--- config.mk ---
export PLATFORM = sky130hd
export DESIGN_NAME = img_mem_arbiter_flat
export DESIGN_NICKNAME = d
export VERILOG_FILES = /design/src/rtl/img_mem_arbiter_pkg.sv /design/src/rtl/img_mem_arbiter_if.sv /design/src/rtl/img_mem_arbiter_tagpipe.sv /design/src/rtl/img_mem_arbiter.sv /design/src/flat_wrapper.sv
export SDC_FILE = /design/constraint.sdc
export NUM_CORES = 1
export LEC_CHECK = 0
export ABC_CLOCK_PERIOD_IN_PS = 3800
export CAP_MARGIN = 20
export CORE_AREA = 2 2 78 80
export CTS_BUF_LIST = sky130_fd_sc_hd__clkbuf_16
export DETAILED_ROUTE_END_ITERATION = 8
export DIE_AREA = 0 0 80 82
export PLACE_DENSITY = 0.94
export SYNTH_ARGS = -nofsm -noshare
export SYNTH_HDL_FRONTEND = slang
export SYNTH_SLANG_ARGS = --single-unit
export TNS_END_PERCENT = 20
--- constraint.sdc ---
create_clock -name clk -period 3.8 [get_ports clk]
set_clock_uncertainty 0.2 [all_clocks]
set_input_delay 0.76 -clock clk [delete_from_list [all_inputs] [get_ports clk]]
set_output_delay 0.76 -clock clk [all_outputs]
set_load 0.005 [all_outputs]
--- src/rtl/img_mem_arbiter_pkg.sv ---
// Shared types and constants for the image-memory arbiter and its clients.
package img_mem_pkg;
    localparam int IMG_AW = 15;
    localparam int IMG_DW = 16;

    typedef enum logic {
        OWN_VGA = 1'b0,
        OWN_CPU = 1'b1
    } owner_e;
endpackage

--- src/rtl/img_mem_arbiter_if.sv ---
// Bundle of requester handshakes and memory-side signals around the arbiter.
interface img_mem_arbiter_if
    import img_mem_pkg::*;
#(
    parameter int AW = IMG_AW,
    parameter int DW = IMG_DW
) ();
    logic          vga_req;
    logic [AW-1:0] vga_addr;
    logic          vga_gnt;
    logic          vga_rvalid;
    logic [DW-1:0] vga_rdata;

    logic          cpu_req;
    logic          cpu_we;
    logic [AW-1:0] cpu_addr;
    logic [DW-1:0] cpu_wdata;
    logic          cpu_ack;
    logic          cpu_rvalid;
    logic [DW-1:0] cpu_rdata;

    logic          mem_we;
    logic          mem_re;
    logic [AW-1:0] mem_addr;
    logic [DW-1:0] mem_wdata;
    logic [DW-1:0] mem_rdata;

    // Arbiter side
    modport slave (
        input  vga_req, vga_addr, cpu_req, cpu_we, cpu_addr, cpu_wdata, mem_rdata,
        output vga_gnt, vga_rvalid, vga_rdata, cpu_ack, cpu_rvalid, cpu_rdata,
               mem_we, mem_re, mem_addr, mem_wdata
    );

    // Requesters plus memory, as seen from outside the arbiter
    modport master (
        output vga_req, vga_addr, cpu_req, cpu_we, cpu_addr, cpu_wdata, mem_rdata,
        input  vga_gnt, vga_rvalid, vga_rdata, cpu_ack, cpu_rvalid, cpu_rdata,
               mem_we, mem_re, mem_addr, mem_wdata
    );
endinterface

--- src/rtl/img_mem_arbiter_tagpipe.sv ---
// Two-stage owner tag pipeline: follows each read from issue to data return
// and steers the valid strobe back to whichever port issued it.
module img_arb_tagpipe
    import img_mem_pkg::*;
(
    input  logic   clk,
    input  logic   rst,
    input  logic   i_issRd,
    input  owner_e i_issOwner,
    output logic   o_vgaRvalid,
    output logic   o_cpuRvalid
);
    logic   r_issRd;
    owner_e r_issOwner;
    logic   r_retVld;
    owner_e r_retOwner;

    always_ff @(posedge clk) begin
        if (rst) begin
            r_issRd    <= 1'b0;
            r_issOwner <= OWN_VGA;
            r_retVld   <= 1'b0;
            r_retOwner <= OWN_VGA;
        end else begin
            r_issRd    <= i_issRd;
            r_issOwner <= i_issOwner;
            r_retVld   <= r_issRd;
            r_retOwner <= r_issOwner;
        end
    end

    // Masked while reset is held so an in-flight return cannot leak out
    assign o_vgaRvalid = !rst && r_retVld && (r_retOwner == OWN_VGA);
    assign o_cpuRvalid = !rst && r_retVld && (r_retOwner == OWN_CPU);
endmodule

--- src/rtl/img_mem_arbiter.sv ---
// Shares the single-port image memory between the VGA fetch port (priority)
// and the CPU load/store port, with a wait counter bounding CPU starvation.
module img_mem_arbiter
    import img_mem_pkg::*;
#(
    parameter int AW       = IMG_AW,
    parameter int DW       = IMG_DW,
    parameter int MAX_WAIT = 8
) (
    input  logic              clk,
    input  logic              rst,
    img_mem_arbiter_if.slave  bus
);
    localparam logic [7:0] MAX_W = 8'(MAX_WAIT);

    logic [7:0]    r_waitCnt;
    logic          w_force;
    logic          w_vgaGnt;
    logic          w_cpuGnt;
    logic          w_issRd;
    owner_e        w_issOwner;
    logic [AW-1:0] w_issAddr;
    logic [DW-1:0] w_rdata;
    logic          w_vgaRvalid;
    logic          w_cpuRvalid;

    always_comb begin
        w_force    = bus.cpu_req && (r_waitCnt == MAX_W);
        w_cpuGnt   = !rst && bus.cpu_req && (w_force || !bus.vga_req);
        w_vgaGnt   = !rst && bus.vga_req && !w_force;
        w_issRd    = w_vgaGnt || (w_cpuGnt && !bus.cpu_we);
        w_issOwner = w_cpuGnt ? OWN_CPU : OWN_VGA;
        w_issAddr  = w_cpuGnt ? bus.cpu_addr : bus.vga_addr;
    end

    assign bus.vga_gnt = w_vgaGnt;
    assign bus.cpu_ack = w_cpuGnt;

    // Counts consecutive denied CPU cycles; any gap in the request restarts it
    always_ff @(posedge clk) begin
        if (rst) begin
            r_waitCnt <= 8'd0;
        end else if (!bus.cpu_req || w_cpuGnt) begin
            r_waitCnt <= 8'd0;
        end else if (r_waitCnt != MAX_W) begin
            r_waitCnt <= r_waitCnt + 8'd1;
        end
    end

    always_ff @(posedge clk) begin
        if (rst) begin
            bus.mem_we    <= 1'b0;
            bus.mem_re    <= 1'b0;
            bus.mem_addr  <= '0;
            bus.mem_wdata <= '0;
        end else begin
            bus.mem_we <= w_cpuGnt && bus.cpu_we;
            bus.mem_re <= w_issRd;
            if (w_vgaGnt || w_cpuGnt) begin
                bus.mem_addr <= w_issAddr;
            end
            if (w_cpuGnt && bus.cpu_we) begin
                bus.mem_wdata <= bus.cpu_wdata;
            end
        end
    end

    img_arb_tagpipe u_tagpipe (
        .clk         (clk),
        .rst         (rst),
        .i_issRd     (w_issRd),
        .i_issOwner  (w_issOwner),
        .o_vgaRvalid (w_vgaRvalid),
        .o_cpuRvalid (w_cpuRvalid)
    );

    // Read data is shared; each consumer qualifies it with its own rvalid
    assign w_rdata        = bus.mem_rdata;
    assign bus.vga_rdata  = w_rdata;
    assign bus.cpu_rdata  = w_rdata;
    assign bus.vga_rvalid = w_vgaRvalid;
    assign bus.cpu_rvalid = w_cpuRvalid;
endmodule

--- src/flat_wrapper.sv ---
// flat-port wrapper written by rule: the top's interface ports become plain ports
module img_mem_arbiter_flat import img_mem_pkg::*;
#(
    parameter int AW       = IMG_AW,
    parameter int DW       = IMG_DW,
    parameter int MAX_WAIT = 8
)
  (clk, rst, bus_vga_req, bus_vga_addr, bus_cpu_req, bus_cpu_we, bus_cpu_addr, bus_cpu_wdata, bus_mem_rdata, bus_vga_gnt, bus_vga_rvalid, bus_vga_rdata, bus_cpu_ack, bus_cpu_rvalid, bus_cpu_rdata, bus_mem_we, bus_mem_re, bus_mem_addr, bus_mem_wdata);
  img_mem_arbiter_if #(.AW(AW), .DW(DW)) bus_i ();
  input  logic clk;
  input  logic rst;
  input wire logic [$bits(bus_i.vga_req)-1:0] bus_vga_req;
  input wire logic [$bits(bus_i.vga_addr)-1:0] bus_vga_addr;
  input wire logic [$bits(bus_i.cpu_req)-1:0] bus_cpu_req;
  input wire logic [$bits(bus_i.cpu_we)-1:0] bus_cpu_we;
  input wire logic [$bits(bus_i.cpu_addr)-1:0] bus_cpu_addr;
  input wire logic [$bits(bus_i.cpu_wdata)-1:0] bus_cpu_wdata;
  input wire logic [$bits(bus_i.mem_rdata)-1:0] bus_mem_rdata;
  output wire logic [$bits(bus_i.vga_gnt)-1:0] bus_vga_gnt;
  output wire logic [$bits(bus_i.vga_rvalid)-1:0] bus_vga_rvalid;
  output wire logic [$bits(bus_i.vga_rdata)-1:0] bus_vga_rdata;
  output wire logic [$bits(bus_i.cpu_ack)-1:0] bus_cpu_ack;
  output wire logic [$bits(bus_i.cpu_rvalid)-1:0] bus_cpu_rvalid;
  output wire logic [$bits(bus_i.cpu_rdata)-1:0] bus_cpu_rdata;
  output wire logic [$bits(bus_i.mem_we)-1:0] bus_mem_we;
  output wire logic [$bits(bus_i.mem_re)-1:0] bus_mem_re;
  output wire logic [$bits(bus_i.mem_addr)-1:0] bus_mem_addr;
  output wire logic [$bits(bus_i.mem_wdata)-1:0] bus_mem_wdata;
  assign bus_i.vga_req = bus_vga_req;
  assign bus_i.vga_addr = bus_vga_addr;
  assign bus_i.cpu_req = bus_cpu_req;
  assign bus_i.cpu_we = bus_cpu_we;
  assign bus_i.cpu_addr = bus_cpu_addr;
  assign bus_i.cpu_wdata = bus_cpu_wdata;
  assign bus_i.mem_rdata = bus_mem_rdata;
  assign bus_vga_gnt = bus_i.vga_gnt;
  assign bus_vga_rvalid = bus_i.vga_rvalid;
  assign bus_vga_rdata = bus_i.vga_rdata;
  assign bus_cpu_ack = bus_i.cpu_ack;
  assign bus_cpu_rvalid = bus_i.cpu_rvalid;
  assign bus_cpu_rdata = bus_i.cpu_rdata;
  assign bus_mem_we = bus_i.mem_we;
  assign bus_mem_re = bus_i.mem_re;
  assign bus_mem_addr = bus_i.mem_addr;
  assign bus_mem_wdata = bus_i.mem_wdata;
  img_mem_arbiter #(.AW(AW), .DW(DW), .MAX_WAIT(MAX_WAIT)) u_core (.clk(clk), .rst(rst), .bus(bus_i));
endmodule
After elaboration in Yosys (flattened, before gate mapping)
Cells that the tools add are included.

word-level totals
  register bits after elaboration = 44
  bits in latches = 0
  memory bits (writable) = 0
  ROM bits = 0
  output and inout port bits = 69
  logic and storage cells = 34
  memories = 0

cells by class
  add/sub/neg operators = 1
  multipliers = 0
  divide/modulo/power cells = 0
  order comparisons = 0
  equality and inequality tests = 2
  shifts and indexed selects = 0
  muxes and demuxes = 2
  bitwise logic cells = 1
  reduce and logical (&&, ||, !) cells = 20

operators by type and width
  kind                                                    number
  two-way mux 15 bit                                      1
  logical AND 1 bit                                       10
  adder 8 x 1 -> 8 bit (second input constant)            1
  == test 8 x 4 -> 1 bit (second input constant)          1
  inequality test 8 x 4 -> 1 bit (second input constant)  1
  zero test 1 bit                                         5
  logical OR 1 bit                                        4
  OR reduction 2 bit                                      1
  two-way mux 1 bit                                       1
  NOT 1 bit                                               1

Longest topological paths before layout
  word-level depth = 6
  mapped depth = 8
  mapped depth without buffers = 6

By module
Synthesis repeated with hierarchy kept, for this count alone.

second synthesis, totals
  cells, all modules = 232
  area, all modules = 2213.4 um2

by module, submodules not included
  module           instances  cells an instance  area an instance (um2)  sequential area each (um2)
  img_mem_arbiter  1          222                2080.7                  820.8
  img_arb_tagpipe  1          10                 132.6                   80.1

Least setup slack after synthesis
No wires, ideal clock.

  path type = input to output
  start point = in bus_vga_req
  end point = out bus_cpu_ack
  arrival = 1298 ps
  data required time = 2840 ps
  slack = 1542 ps
  cell stages on the path = 3
  buffers on the path = 1
  cells stage by stage = buf_2 > a21boi_0 > nor3b_1

between the ends
  cells in the longest elaborated chain, start to end = 3

RTL lines
  element            line                   text
  from (decl)        flat_wrapper.sv:12     input wire logic [$bits(bus_i.vga_req)-1:0] bus_vga_req;
  zero test 1 bit    img_mem_arbiter.sv:29  w_cpuGnt = !rst && bus.cpu_req && (w_force || !bus.vga_req);
  logical OR 1 bit   img_mem_arbiter.sv:29
  logical AND 1 bit  img_mem_arbiter.sv:29
  to (decl)          flat_wrapper.sv:22     output wire logic [$bits(bus_i.cpu_ack)-1:0] bus_cpu_ack;

No other way between the ends.

Worst setup path after layout
  start point = reg u_core.r_waitCnt[0]
  end point = out bus_cpu_ack

between the ends
  cells in the longest elaborated chain, start to end = 4

RTL lines
  element                 line                   text
  from (decl)             img_mem_arbiter.sv:16  logic [7:0] r_waitCnt;
  from (signal assigned)  img_mem_arbiter.sv:46  r_waitCnt <= r_waitCnt + 8'd1;
  == test 8 x 4 -> 1 bit  img_mem_arbiter.sv:28  w_force = bus.cpu_req && (r_waitCnt == MAX_W);
  logical AND 1 bit       img_mem_arbiter.sv:28
  logical OR 1 bit        img_mem_arbiter.sv:29
  logical AND 1 bit       img_mem_arbiter.sv:29

No other way between the ends.

==> reports/qor.txt <==
CELLS AND AREA
--------------------------------------------------------------------------------------
Multi-input combinational cell area                                         1000 sq um
FF+latch area                                                                881 sq um
Share of layout cells above drive strength 1                                     7.64%
Synthesis-to-finish area growth                                                  38.4%
Non-filler instance count after layout                                             376
Final nets                                                                         369
Fill cell instance count of the final layout                                       522
Final design utilization                                                         53.4%
Count of inserted antenna diode cells                                                0

DETAILED ROUTING
--------------------------------------------------------------------------------------
Met2 WL post-DR                                                           2660 microns
Detailed-route wire length                                                5600 microns
Number of optimization iterations in the first detailed-route pass                   4
Met1 routed wirelength after detailed routing                             2420 microns
Top routing layer used                                                            met4
Routed Antenna Nets                                                                  0
Routed length on met3                                                      452 microns
Post-detailed-route via-to-cell ratio                                             5.14
Total via count in the routed design                                              1933
DRT iter0 DRCs                                                                     142
Routed length per placed instance                                         14.9 microns
DRC violation count after routing                                                    0

SYNTH
--------------------------------------------------------------------------------------
Total number of yosys warnings                                                       0
Number of standard cells after synthesis                                           249
Synthesized Nets                                                                   318
Top-area cell type share of the netlist area                                     39.7%
Mapped Area                                                               0.00222 sq mm
Number of storage elements in the synthesis netlist                                 44
Biggest area consumer among synthesized cells                                  dfxtp_1
Library cells used by synthesis                                                     34
Syn_area_per_cell                                                           8.91 sq um
Share of synthesized area occupied by flip-flops and latches                     39.7%
Dominant cells by area after synthesis                                    dfxtp_1 40%, buf_4 11%, a211oi_1 5.1%

PLACE
--------------------------------------------------------------------------------------
Port bufs                                                                           87
Count of placed standard cells including taps                                      368
Post-DP HPWL                                                              3990 microns
RePlAce Congestion                                                               0.812

HOLD PATH
--------------------------------------------------------------------------------------
Endpoint, Worst Hold                                                      u_core.u_tagpipe.r_retOwner
Number of cells on the worst hold path                                               1
HP Start                                                                  u_core.u_tagpipe.r_issOwner
Hold Crit Class                                                             reg -> reg

CLOCK TREE
--------------------------------------------------------------------------------------
Number of buffers on the longest clock path                                          2
Hold buffers post-CTS                                                                0
CTS sink count                                                                      44
Clock buffers created by TritonCTS                                                   5
Level count of the clock H-tree                                                      2
Clock transition at the registers of the reported paths                          60 ps
Clk Latency, worst-skew pair                                                    280 ps
Clock root buffer                                                            clkbuf_16
Post-CTS Resized                                                                     0
TritonCTS clock tree                                                               yes
Number of setup buffers added after CTS                                              0

TIMING
--------------------------------------------------------------------------------------
Number of slew-limit violations in the final report                                  0
Count of final hold-check violations                                                 0
Final count of negative-setup-slack endpoints                                        0
Highest attainable clock frequency                                           0.313 GHz
Setup TNS Final                                                                   0 ps
Slew margin rel.                                                                 62.9%
Final worst path period share                                                    84.0%
Slew at the pin closest to its max-slew limit                                   557 ps
Hold WS                                                                         236 ps
Setup repair after global routing missed its margin                                 no
Post-layout min period                                                         3190 ps

POWER
--------------------------------------------------------------------------------------
Switching power                                                                 250 uW
Fraction of power consumed by sequential logic                                   42.8%
Power share of the combinational group                                           15.4%
Peak ir drop on the vdd network                                               0.177 mV
Fraction of power spent switching nets                                           21.7%
Internal power                                                                  903 uW
Total power                                                                    1.15 mW
Leak                                                                           1.10 nW
Part of the total power dissipated in the clock network                          41.8%
Ratio of total power to cell area                                          376 mW/mm^2

CRITICAL PATH
--------------------------------------------------------------------------------------
End of the worst register-to-register path                                u_core.bus.mem_wdata[0]
FF-to-FF setup slack                                                           1820 ps
Cell-by-cell listing of the critical path                                 inv_1 > ha_1 > nor4bb_1 > a21boi_0 > nor3b_1 > clkdlybuf4s50_1
Number of cells traversed by the worst register-to-register path                     6
Required time of the critical path                                             2840 ps
Total buffers and inverters traversed by the critical path                           2
Kind of capture point of the worst setup path                              output port
Startpoint of the worst register-to-register path                         u_core.r_waitCnt[0]
Worst stage delay on the critical path                                          550 ps
Library cell contributing the largest single delay on the critical path   clkdlybuf4s50_1
Worst Path Arrival                                                             2230 ps
Worst setup SP type                                                          flip-flop
Worst-path maximum fanout                                                            6
Gate family responsible for the most delay along the worst path           buffers and inverters
Critical path type                                                          reg -> out

FLOORPLANNING
--------------------------------------------------------------------------------------
Floorplan die width                                                         80 microns
Core ar.                                                                  0.00575 sq mm
Number of top-level design ports                                                   136
Y dimension of the die                                                      82 microns
Full die area                                                             0.00656 sq mm
Initial cell density of the core                                                 38.6%
Number of placement rows                                                            28

GLOBAL ROUTING
--------------------------------------------------------------------------------------
Number of antenna violations at the first check in global routing                    0
Total global-route track usage                                                   16.8%
Number of global-route vias before repair                                         1784
Largest net degree at the start of global routing                                   33
Global-route wire length before repair                                    8620 microns
Total overflow reported by the global router                                         0

OUTCOME
--------------------------------------------------------------------------------------
Result of the run                                                         finished, final reports clean

JOB
--------------------------------------------------------------------------------------
Max capacitance violation total                                                      0

[cell usage after synthesis]
master     number
a211oi_1       15
a21boi_0        1
a21oi_1         1
and2_1          1
and3_1          2
and3b_1         2
buf_1           1
buf_2           6
buf_4          32
buf_6           2
clkbuf_1        8
dfxtp_1        44
ha_1            2
inv_1           3
nand2_1         1
nand2_2         1
nand2b_1       17
nand3_1        22
nand3b_1        1
nand4bb_1       1
nor2_1         24
nor2b_1        17
nor3_1          1
nor3b_1         3
nor4bb_1        1
o21ai_0         7
o21ai_1         9
o21ai_2         1
o221a_1        10
o221a_2         5
o31ai_2         1
or3_4           1
xnor2_1         1
xor2_1          5
[registers in the layout, indices dropped and copies added (netlist names)]
register                     count
u_core.bus.mem_addr             15
u_core.bus.mem_re                1
u_core.bus.mem_wdata            16
u_core.bus.mem_we                1
u_core.r_waitCnt                 8
u_core.u_tagpipe.r_issOwner      1
u_core.u_tagpipe.r_retOwner      1
u_core.u_tagpipe.r_retVld        1
[worst max path at each step]
| stage | start | endpoint | slack, ps | cells after the start |
|---|---|---|---|---|
| floorplan | bus_vga_req | bus_cpu_ack | 1540 | 3 |
| global placement | bus_vga_req | bus_cpu_ack | 670 | 4 |
| detailed placement | bus_vga_req | bus_cpu_ack | 670 | 4 |
| CTS | u_core.r_waitCnt[0] | bus_cpu_ack | 580 | 6 |
| global route | u_core.r_waitCnt[0] | bus_cpu_ack | 400 | 6 |
| finish | u_core.r_waitCnt[0] | bus_cpu_ack | 610 | 6 |
[cells in the final DEF, fill, tap and decap left out, types with 2 or more instances in the layout]
master and n:
dfxtp_1 44, o221a_2 5, nand2b_1 17, xor2_1 5, buf_4 6, and3_1 2, nand3_1 22, clkbuf_16 5
o221a_1 10, nor3b_1 3, inv_1 3, o21ai_0 7, ha_1 2, clkdlybuf4s50_1 87, o21ai_1 9, a211oi_1 15
nor2_1 24, nor2b_1 17, and3b_1 2
[per-layer routing]
metal / up-vias / track usage, %
li1: 935 / -
met1: 902 / 21.0
met4: 0 / 5.76
met2: 85 / 27.3
met5: - / 0
met3: 11 / 5.38
[worst reg2reg max path, cell delays in order (launching register included)]
cell,delay (ps)
dfxtp_1,350
inv_1,70
ha_1,170
nand4bb_1,160
o21ai_2,190
and2_1,500
o21ai_0,180
[logic make-up after synthesis]
group,count (synthesis),synth area share [%]
simple gates,95,23.7
buf+inv,52,15.2
compound gates,50,17.8
flops,44,39.7
xor+xnor,6,2.37
fa+ha+maj,2,1.13
[area by class of cell]
cell class                 count  area share, %
timing repair buffer          93           29.8
sequential                    44           28.7
clock buffer                   5           4.08
clock inverter                 3           1.39
multi-input combinational    153           32.6
inverter                       3          0.367
tap                           75           3.06
[stage by stage]
stage	instance area, sq um	worst slack, ps
after floorplan	2220	1540
after global placement	2900	675
after detailed placement	2900	674
after CTS	3070	581
after global routing	3070	397
final	3070	608
[power by group through the flow]
stage	registers, mW	clock network, mW	logic, mW
global placement	0.502	0	0.173
finish	0.493	0.482	0.178
detailed placement	0.503	0	0.177
CTS	0.493	0.489	0.179
floorplan	0.504	0	0.0924
global route	0.495	0.515	0.192
(Power assumes the default switching activity.)
